===== src/rtl/fib_rr_sched_if.sv =====
// Client request/response and engine handshake bundle for fib_rr_sched.
// slave is the scheduler side; master is the surrounding environment.
interface fib_rr_sched_if #(
    parameter int NUM_REQ      = 4,
    parameter int INPUT_WIDTH  = 8,
    parameter int OUTPUT_WIDTH = 32
);
    logic [NUM_REQ-1:0]             req_vld;
    logic [NUM_REQ*INPUT_WIDTH-1:0] req_num;
    logic [NUM_REQ-1:0]             req_rdy;
    logic [NUM_REQ-1:0]             rsp_vld;
    logic [OUTPUT_WIDTH-1:0]        rsp_data;
    logic [NUM_REQ-1:0]             rsp_rdy;
    logic [INPUT_WIDTH-1:0]         eng_fib_in;
    logic                           eng_vld_in;
    logic                           eng_rdy_in;
    logic [OUTPUT_WIDTH-1:0]        eng_fib_out;
    logic                           eng_vld_out;
    logic                           eng_rdy_out;

    modport slave (
        input  req_vld,
        input  req_num,
        output req_rdy,
        output rsp_vld,
        output rsp_data,
        input  rsp_rdy,
        output eng_fib_in,
        output eng_vld_in,
        input  eng_rdy_in,
        input  eng_fib_out,
        input  eng_vld_out,
        output eng_rdy_out
    );

    modport master (
        output req_vld,
        output req_num,
        input  req_rdy,
        input  rsp_vld,
        input  rsp_data,
        output rsp_rdy,
        input  eng_fib_in,
        input  eng_vld_in,
        output eng_rdy_in,
        output eng_fib_out,
        output eng_vld_out,
        input  eng_rdy_out
    );
endinterface


===== src/rtl/fib_rr_sched.sv =====
// Round-robin scheduler sharing one Fibonacci engine among NUM_REQ clients.
// One transaction at a time: grant, issue, wait for result, respond.
module fib_rr_sched #(
    parameter int  NUM_REQ      = 4,
    parameter int  INPUT_WIDTH  = 8,
    parameter int  OUTPUT_WIDTH = 32,
    localparam int IDW          = (NUM_REQ > 1) ? $clog2(NUM_REQ) : 1
) (
    input  logic           clk,
    input  logic           rst,
    fib_rr_sched_if.slave  bus,
    output logic           busy,
    output logic [IDW-1:0] grant_id
);

    localparam logic [1:0] S_IDLE  = 2'd0;
    localparam logic [1:0] S_ISSUE = 2'd1;
    localparam logic [1:0] S_WAIT  = 2'd2;
    localparam logic [1:0] S_RESP  = 2'd3;

    localparam logic [IDW-1:0] PTR_RST = IDW'(NUM_REQ - 1);

    logic [1:0]              state_q, state_d;
    logic [IDW-1:0]          ptr_q, ptr_d;
    logic [IDW-1:0]          owner_q, owner_d;
    logic [INPUT_WIDTH-1:0]  num_q, num_d;
    logic [OUTPUT_WIDTH-1:0] res_q, res_d;

    logic                    win_found;
    logic [IDW-1:0]          win_idx;
    logic [INPUT_WIDTH-1:0]  win_num;
    int                      cand;
    logic [IDW-1:0]          cand_idx;

    logic [NUM_REQ-1:0]      req_rdy;
    logic [NUM_REQ-1:0]      rsp_vld;
    logic                    eng_vld_in;
    logic                    eng_rdy_out;

    // Rotating priority: the search starts just after the last grant.
    always_comb begin
        win_found = 1'b0;
        win_idx   = '0;
        cand      = 0;
        cand_idx  = '0;
        for (int k = 1; k <= NUM_REQ; k++) begin
            cand     = (int'(ptr_q) + k) % NUM_REQ;
            cand_idx = IDW'(cand);
            if (!win_found && bus.req_vld[cand_idx]) begin
                win_found = 1'b1;
                win_idx   = cand_idx;
            end
        end
    end

    always_comb begin
        win_num = '0;
        for (int i = 0; i < NUM_REQ; i++) begin
            if (win_idx == IDW'(i)) begin
                win_num = bus.req_num[i*INPUT_WIDTH +: INPUT_WIDTH];
            end
        end
    end

    always_comb begin
        state_d     = state_q;
        ptr_d       = ptr_q;
        owner_d     = owner_q;
        num_d       = num_q;
        res_d       = res_q;
        req_rdy     = '0;
        rsp_vld     = '0;
        eng_vld_in  = 1'b0;
        eng_rdy_out = 1'b0;
        case (state_q)
            S_IDLE: begin
                // No grant while reset is held: the edge would discard it.
                if (win_found && !rst) begin
                    req_rdy[win_idx] = 1'b1;
                    num_d            = win_num;
                    owner_d          = win_idx;
                    ptr_d            = win_idx;
                    state_d          = S_ISSUE;
                end
            end
            S_ISSUE: begin
                eng_vld_in = 1'b1;
                if (bus.eng_rdy_in) begin
                    state_d = S_WAIT;
                end
            end
            S_WAIT: begin
                eng_rdy_out = 1'b1;
                if (bus.eng_vld_out) begin
                    res_d   = bus.eng_fib_out;
                    state_d = S_RESP;
                end
            end
            S_RESP: begin
                rsp_vld[owner_q] = 1'b1;
                if (bus.rsp_rdy[owner_q]) begin
                    state_d = S_IDLE;
                end
            end
            default: state_d = S_IDLE;
        endcase
    end

    always_ff @(posedge clk) begin
        if (rst) begin
            state_q <= S_IDLE;
            ptr_q   <= PTR_RST;
            owner_q <= '0;
            num_q   <= '0;
            res_q   <= '0;
        end else begin
            state_q <= state_d;
            ptr_q   <= ptr_d;
            owner_q <= owner_d;
            num_q   <= num_d;
            res_q   <= res_d;
        end
    end

    assign bus.req_rdy     = req_rdy;
    assign bus.rsp_vld     = rsp_vld;
    assign bus.rsp_data    = res_q;
    assign bus.eng_fib_in  = num_q;
    assign bus.eng_vld_in  = eng_vld_in;
    assign bus.eng_rdy_out = eng_rdy_out;
    assign busy            = (state_q != S_IDLE);
    assign grant_id        = owner_q;

endmodule


===== src/flat_wrapper.sv =====
// flat-port wrapper written by rule: the top's interface ports become plain ports
module fib_rr_sched_flat 
#(
    parameter int  NUM_REQ      = 4,
    parameter int  INPUT_WIDTH  = 8,
    parameter int  OUTPUT_WIDTH = 32,
    localparam int IDW          = (NUM_REQ > 1) ? $clog2(NUM_REQ) : 1
)
  (clk, rst, busy, grant_id, bus_req_vld, bus_req_num, bus_req_rdy, bus_rsp_vld, bus_rsp_data, bus_rsp_rdy, bus_eng_fib_in, bus_eng_vld_in, bus_eng_rdy_in, bus_eng_fib_out, bus_eng_vld_out, bus_eng_rdy_out);
  fib_rr_sched_if #(.NUM_REQ(NUM_REQ), .INPUT_WIDTH(INPUT_WIDTH), .OUTPUT_WIDTH(OUTPUT_WIDTH)) bus_i ();
  input  logic clk;
  input  logic rst;
  output logic busy;
  output logic [IDW-1:0] grant_id;
  input wire logic [$bits(bus_i.req_vld)-1:0] bus_req_vld;
  input wire logic [$bits(bus_i.req_num)-1:0] bus_req_num;
  output wire logic [$bits(bus_i.req_rdy)-1:0] bus_req_rdy;
  output wire logic [$bits(bus_i.rsp_vld)-1:0] bus_rsp_vld;
  output wire logic [$bits(bus_i.rsp_data)-1:0] bus_rsp_data;
  input wire logic [$bits(bus_i.rsp_rdy)-1:0] bus_rsp_rdy;
  output wire logic [$bits(bus_i.eng_fib_in)-1:0] bus_eng_fib_in;
  output wire logic [$bits(bus_i.eng_vld_in)-1:0] bus_eng_vld_in;
  input wire logic [$bits(bus_i.eng_rdy_in)-1:0] bus_eng_rdy_in;
  input wire logic [$bits(bus_i.eng_fib_out)-1:0] bus_eng_fib_out;
  input wire logic [$bits(bus_i.eng_vld_out)-1:0] bus_eng_vld_out;
  output wire logic [$bits(bus_i.eng_rdy_out)-1:0] bus_eng_rdy_out;
  assign bus_i.req_vld = bus_req_vld;
  assign bus_i.req_num = bus_req_num;
  assign bus_req_rdy = bus_i.req_rdy;
  assign bus_rsp_vld = bus_i.rsp_vld;
  assign bus_rsp_data = bus_i.rsp_data;
  assign bus_i.rsp_rdy = bus_rsp_rdy;
  assign bus_eng_fib_in = bus_i.eng_fib_in;
  assign bus_eng_vld_in = bus_i.eng_vld_in;
  assign bus_i.eng_rdy_in = bus_eng_rdy_in;
  assign bus_i.eng_fib_out = bus_eng_fib_out;
  assign bus_i.eng_vld_out = bus_eng_vld_out;
  assign bus_eng_rdy_out = bus_i.eng_rdy_out;
  fib_rr_sched #(.NUM_REQ(NUM_REQ), .INPUT_WIDTH(INPUT_WIDTH), .OUTPUT_WIDTH(OUTPUT_WIDTH)) u_core (.clk(clk), .rst(rst), .bus(bus_i), .busy(busy), .grant_id(grant_id));
endmodule

===== config.mk =====
export PLATFORM = sky130hd
export DESIGN_NAME = fib_rr_sched_flat
export DESIGN_NICKNAME = d
export VERILOG_FILES = /design/src/rtl/fib_rr_sched_if.sv /design/src/rtl/fib_rr_sched.sv /design/src/flat_wrapper.sv
export SDC_FILE = /design/constraint.sdc
export NUM_CORES = 1
export LEC_CHECK = 0
export ABC_AREA = 1
export CAP_MARGIN = 0
export CORE_ASPECT_RATIO = 2
export CORE_MARGIN = 3
export CORE_UTILIZATION = 30
export CTS_CLUSTER_SIZE = 40
export DETAILED_ROUTE_END_ITERATION = 8
export HOLD_SLACK_MARGIN = 0.06
export PLACE_DENSITY = 0.65
export REMOVE_ABC_BUFFERS = 1
export SLEW_MARGIN = 5
export SYNTH_ARGS = -nofsm -noshare
export SYNTH_HDL_FRONTEND = slang
export SYNTH_SLANG_ARGS = --single-unit

===== constraint.sdc =====
create_clock -name clk -period 2.2 [get_ports clk]
set_clock_uncertainty 0.1 [all_clocks]
set_input_delay 0.44 -clock clk [delete_from_list [all_inputs] [get_ports clk]]
set_output_delay 0.44 -clock clk [all_outputs]
set_load 0.005 [all_outputs]

== After elaboration in Yosys (flattened, before gate mapping) ==
Cells that the tools add are included.

* $mul: 0
* $add $sub $neg: 4
* Reductions and logical operators: 16
* Shift-type cells: 0
* Muxes and demuxes: 36
* Equality and inequality tests: 10
* Bitwise logic cells: 0
* Divide/modulo/power cells: 0
* $lt $le $gt $ge: 8

{| class="wikitable"
|+ Operators with widths
! operator !! number
|-
| $mux W8 || 4
|-
| $lt A2 B3 Y1 const B || 6
|-
| $mux W2 || 8
|-
| $mux W1 || 13
|-
| $mux W4 || 3
|-
| $bmux W1 S2 || 5
|-
| $eq A2 B2 Y1 const B || 4
|-
| $pmux W2 S4 || 1
|-
| $logic_and A1 B1 Y1 || 6
|-
| $add A2 B1 Y2 const B || 2
|-
| $add A2 B2 Y2 const B || 2
|-
| $demux W1 S2 || 2
|-
| $eq A2 B1 Y1 const B || 2
|-
| $ge A2 B1 Y1 const B || 2
|-
| $logic_not A1 Y1 || 4
|-
| $logic_not A2 Y1 || 2
|-
| $ne A2 B1 Y1 const B || 2
|-
| $ne A2 B2 Y1 const B || 2
|-
| $reduce_and A2 Y1 || 2
|-
| $reduce_and A4 Y1 || 1
|-
| $reduce_bool A2 Y1 || 1
|}

* Input bits: 76
* Latch bits: 0
* Bits in read-only memories: 0
* Output and inout port bits: 53
* Memory bits (writable): 0
* Logic and storage cells: 79
* Memories: 0
* Flip-flop bits (word level): 46

== Longest topological paths before layout ==
* Depth in word-level cells: 19
* Depth in mapped cells: 17
* Depth with buffers taken out: 15

== Worst setup path before layout ==
Ideal clock, no wire load.

* Path type: register to output
* Start point: register u_core.ptr_q[1]
* End point: output port bus_req_rdy[1]
* Required time: 1.660 ns
* Slack: 0.132 ns
* Buffers on the path: 2
* Data arrival time: 1.528 ns
* Cell stages (with the launch flop): 14
* Path through: dfxtp_1 -> buf_4 -> inv_2 -> nand2_2 -> nand2_4 -> nand2_1 -> nand2_2 -> inv_2 -> nand3_2 -> nand2_1 -> nor2_2 -> inv_1 -> buf_2 -> nor3_1

* Longest elaborated chain between the ends: 19
* Elaborated cells on any way between the ends: 34
* Classes of those cells: add/sub: 4; order compare: 2; mux: 20; reduce/logical: 8

{| class="wikitable"
|+ RTL lines
! element !! line !! RTL
|-
| start, declared || fib_rr_sched.sv:24 || <nowiki>logic [IDW-1:0] ptr_q, ptr_d;</nowiki>
|-
| start signal, assigned || fib_rr_sched.sv:118 || <nowiki>ptr_q <= ptr_d;</nowiki>
|-
| $add A2 B1 Y2 || fib_rr_sched.sv:47 || <nowiki>cand = (int'(ptr_q) + k) % NUM_REQ;</nowiki>
|-
| $bmux W1 S2 || fib_rr_sched.sv:49 || <nowiki>if (!win_found && bus.req_vld[cand_idx]) begin</nowiki>
|-
| $mux W1 (not written as such) || fib_rr_sched.sv:49 ||
|-
| $mux W1 || fib_rr_sched.sv:49 ||
|-
| $logic_not A1 Y1 || fib_rr_sched.sv:49 ||
|-
| $logic_and A1 B1 Y1 || fib_rr_sched.sv:49 ||
|-
| $mux W1 || fib_rr_sched.sv:49 ||
|-
| $logic_not A1 Y1 || fib_rr_sched.sv:49 ||
|-
| (+3 left out) || n/a ||
|-
| $logic_and A1 B1 Y1 || fib_rr_sched.sv:49 ||
|-
| $mux W2 || fib_rr_sched.sv:49 ||
|-
| $lt A2 B3 Y1 (not written as such) / $ge A2 B1 Y1 (equally long branches) || fib_rr_sched.sv:79 || <nowiki>req_rdy[win_idx] = 1'b1;</nowiki>
|-
| $logic_and A1 B1 Y1 (not written as such) || fib_rr_sched.sv:79 ||
|-
| $mux W1 (not written as such) || fib_rr_sched.sv:79 ||
|-
| $demux W1 S2 || n/a ||
|-
| $mux W4 * || fib_rr_sched.sv:78 || <nowiki>if (win_found && !rst) begin</nowiki>
|-
| $mux W4 * || fib_rr_sched.sv:75 || <nowiki>case (state_q)</nowiki>
|-
| end, declared || flat_wrapper.sv:17 || <nowiki>output wire logic [$bits(bus_i.req_rdy)-1:0] bus_req_rdy;</nowiki>
|}

Every way passes the cells marked *; elsewhere a longest branch is shown, timed or not. The select of a mux whose other input is x is not followed.

== Worst setup path after layout ==
* Start point: register u_core.ptr_q[0]
* End point: output port bus_req_rdy[0]

Same word-level chain as after synthesis.

==> impl_metrics.tcl <==
set metrics [dict create \
    detail_route.iter0.violations 58 \
    required_ns 1.66 \
    netlist_area_um2 2370 \
    ys_seq_area_share_pct 38.9 \
    place_area_um2 3850 \
    syn_area_per_cell_um2 7.16 \
    nFillCells 764 \
    wl_per_cell_um 13.6 \
    ioPinCount 129 \
    rows 45 \
    final_common_cell "clkdlybuf4s50_1" \
    final_cell_mix "115 x clkdlybuf4s50_1, 69 x nor2_1, 44 x dfxtp_1" \
    layoutNonFillerInstCount 574 \
    place.gp.congestion 0.724 \
    worstPathCellList "inv_8 -> nand2_4 -> nand2_4 -> nand2_4 -> nand2_4 -> nor2_4 -> nand3_2 -> buf_6 -> nand2_4 -> nand2_4 -> nor3_2 -> buf_2" \
    rsz0062_at_grt "yes" \
    post-dp-hpwl_mm 6.04 \
    clk_path_buf_depth 2 \
    crit_type "flip-flop to primary output" \
    setup_ws_ns -0.133 \
    h-tree-depth 2 \
    critPathTopFamily "simple AND/OR/NAND/NOR gates" \
    ant_nets 0 \
    grt_pass1_wl_mm 12.0 \
    crit_path_top_delay_cell "dfxtp_4" \
    worst_pin_slew_ns 0.292 \
    r2r_slack_ns -0.01 \
    total_power_mw 5.55 \
    p_leak_nw 1.76 \
    die_x_um 68.8 \
    io_buffers 128 \
    fin_setup_tns_ns -0.519 \
    cp-end-kind "primary output" \
    cts.sinks 46 \
    synthCells 331 \
    core_um2 7660 \
    period_minus_slack_ns 2.33 \
    multi_input_area_um2 1360 \
    drive_gt1_share_pct 20.6 \
    drv_slew 0 \
    setup_viol 7 \
    cts_tree "built" \
    status "finished, violations left" \
    ys_ff_latch 46 \
    violations "setup timing" \
    cp_max_fo 8 \
    root_buffer "clkbuf_16" \
    dp_cells 559 \
    die_h_um 132 \
    power.density_nw_per_um2 1330 \
    clkTransAtPathRegs_ns 0.06 \
    antenna_found_initial 0 \
    pre_cts_ws_ns -0.730 \
    grt_pass1_vias 2775 \
    grt-ovfl-total 0 \
    fin_nets 559 \
    start_util_pct 30.9 \
    drt_first_pass_iters 4 \
    start_kind "flip-flop" \
    grt.total_usage_pct 17.2 \
    ir_drop_v 0.000656 \
    area_delta_synth_final_pct 75.6 \
    hold_violations 0 \
    vias_per_cell 4.72 \
    max_cap_violations 0 \
    synth.distinct_cells 28 \
    yosys_warnings 0 \
    final_core_util_pct 54.3 \
    crit_arrival_ns 1.79 \
    cts_buffers 5 \
    worst-path-buf-inv 3 \
    diodes 0 \
    stdcell_area_um2 4160 \
    cp_slowest_stage_delay_ns 0.43 \
    cp_common_cell "nand2_4" \
    min_path_type "flip-flop to flip-flop" \
    die_area_um2 9070 \
    slew_headroom_pct 80.5 \
    drc 0 \
    totalWireLength_mm 7.84 \
    timing.final.crit_share_pct 106 \
    grt_start_max_net_pins 35 \
    regArea_um2 926 \
    clk_latency_ns 0.28 \
    clock.fmax_mhz 429 \
    whs_ns 0.376 \
    vias 2710 \
]
-- power breakdown --
group | switching (mW) | internal, mW
registers | 0.167 | 1.07
clock network | 0.319 | 0.538
logic | 1.86 | 1.59
total | 2.35 | 3.20
-- repair_timing --
action | in CTS | in global routing
gates resized for setup | 43 | 17
pin swaps | 18 | 5
buffers inserted | 10 | 0
hold buffers | 0 | 0
hold endpoints to repair | 0 | 0
endpoints found under the setup margin | 13 | 16
-- path summary, 6_finish.rpt --
| kind | from | endpoint | cells after the start |
|---|---|---|---|
| worst max-delay path | u_core.ptr_q[0]$_SDFFE_PP1P_ | bus_req_rdy[0] | 12 |
| worst min register to register | u_core.bus.eng_fib_in[5]$_SDFFE_PP0P_ | u_core.bus.eng_fib_in[5]$_SDFFE_PP0P_ | 2 |
| worst min-delay path | u_core.bus.eng_fib_in[5]$_SDFFE_PP0P_ | u_core.bus.eng_fib_in[5]$_SDFFE_PP0P_ | 2 |
| worst max register to register | u_core.ptr_q[0]$_SDFFE_PP1P_ | u_core.bus.eng_fib_in[4]$_SDFFE_PP0P_ | 16 |
-- synth_stat cells, drive strengths merged --
cell / number / area [um2]
nor2: 74 / 305
nand2: 70 / 333
dfxtp: 46 / 921
o21ai: 38 / 190
nand3: 26 / 145
inv: 20 / 82.6
nand4: 14 / 87.6
a21oi: 10 / 76.3
clkbuf: 10 / 37.5
buf: 8 / 77.6
nor3: 7 / 35.0
ha: 4 / 50.1
a211oi: 1 / 7.51
a31oi: 1 / 6.26
a41oi: 1 / 8.76
o22ai: 1 / 6.26
-- logic make-up (layout without fill, tap and decap cells) --
group	after synthesis	after routing	share of synthesized area (%)
AOI/OAI and AO/OA	52	52	12.5
and+or+nand+nor	191	191	38.2
DFF	46	46	38.9
adders and majority gates	4	4	2.11
buffers and inverters	38	187	8.34
-- routing by layer --
layer  vias to the layer above  GRT usage, %  routed length [um]
met3                        14          4.28                 490
li1                       1380             -                   -
met4                         0          7.82                 214
met5                         -             0                   0
met2                        99          34.2                4530
met1                      1217          14.3                2600
-- layout make-up --
class / count / area share (%)
inverters: 20 / 2.05
multi-input cells: 247 / 32.6
clock buffers: 5 / 3.01
repair buffers: 159 / 36.2
well taps: 94 / 2.83
flip-flops and latches: 46 / 22.3
clock inverters: 3 / 1.05
-- state kept, by name (all words and copies together) (netlist names) --
signal	count
u_core.grant_id	2
u_core.ptr_q	2
u_core.bus.rsp_data	32
u_core.state_q	2
u_core.bus.eng_fib_in	8
-- tightest hold or removal path, delay by kind of cell, from the launching register on --
kind / cells / cell delay, ns
compound gates: 1 / 0.05
simple gates: 1 / 0.07
flops: 1 / 0.31
Note: power is estimated with default switching activity, not from simulation.
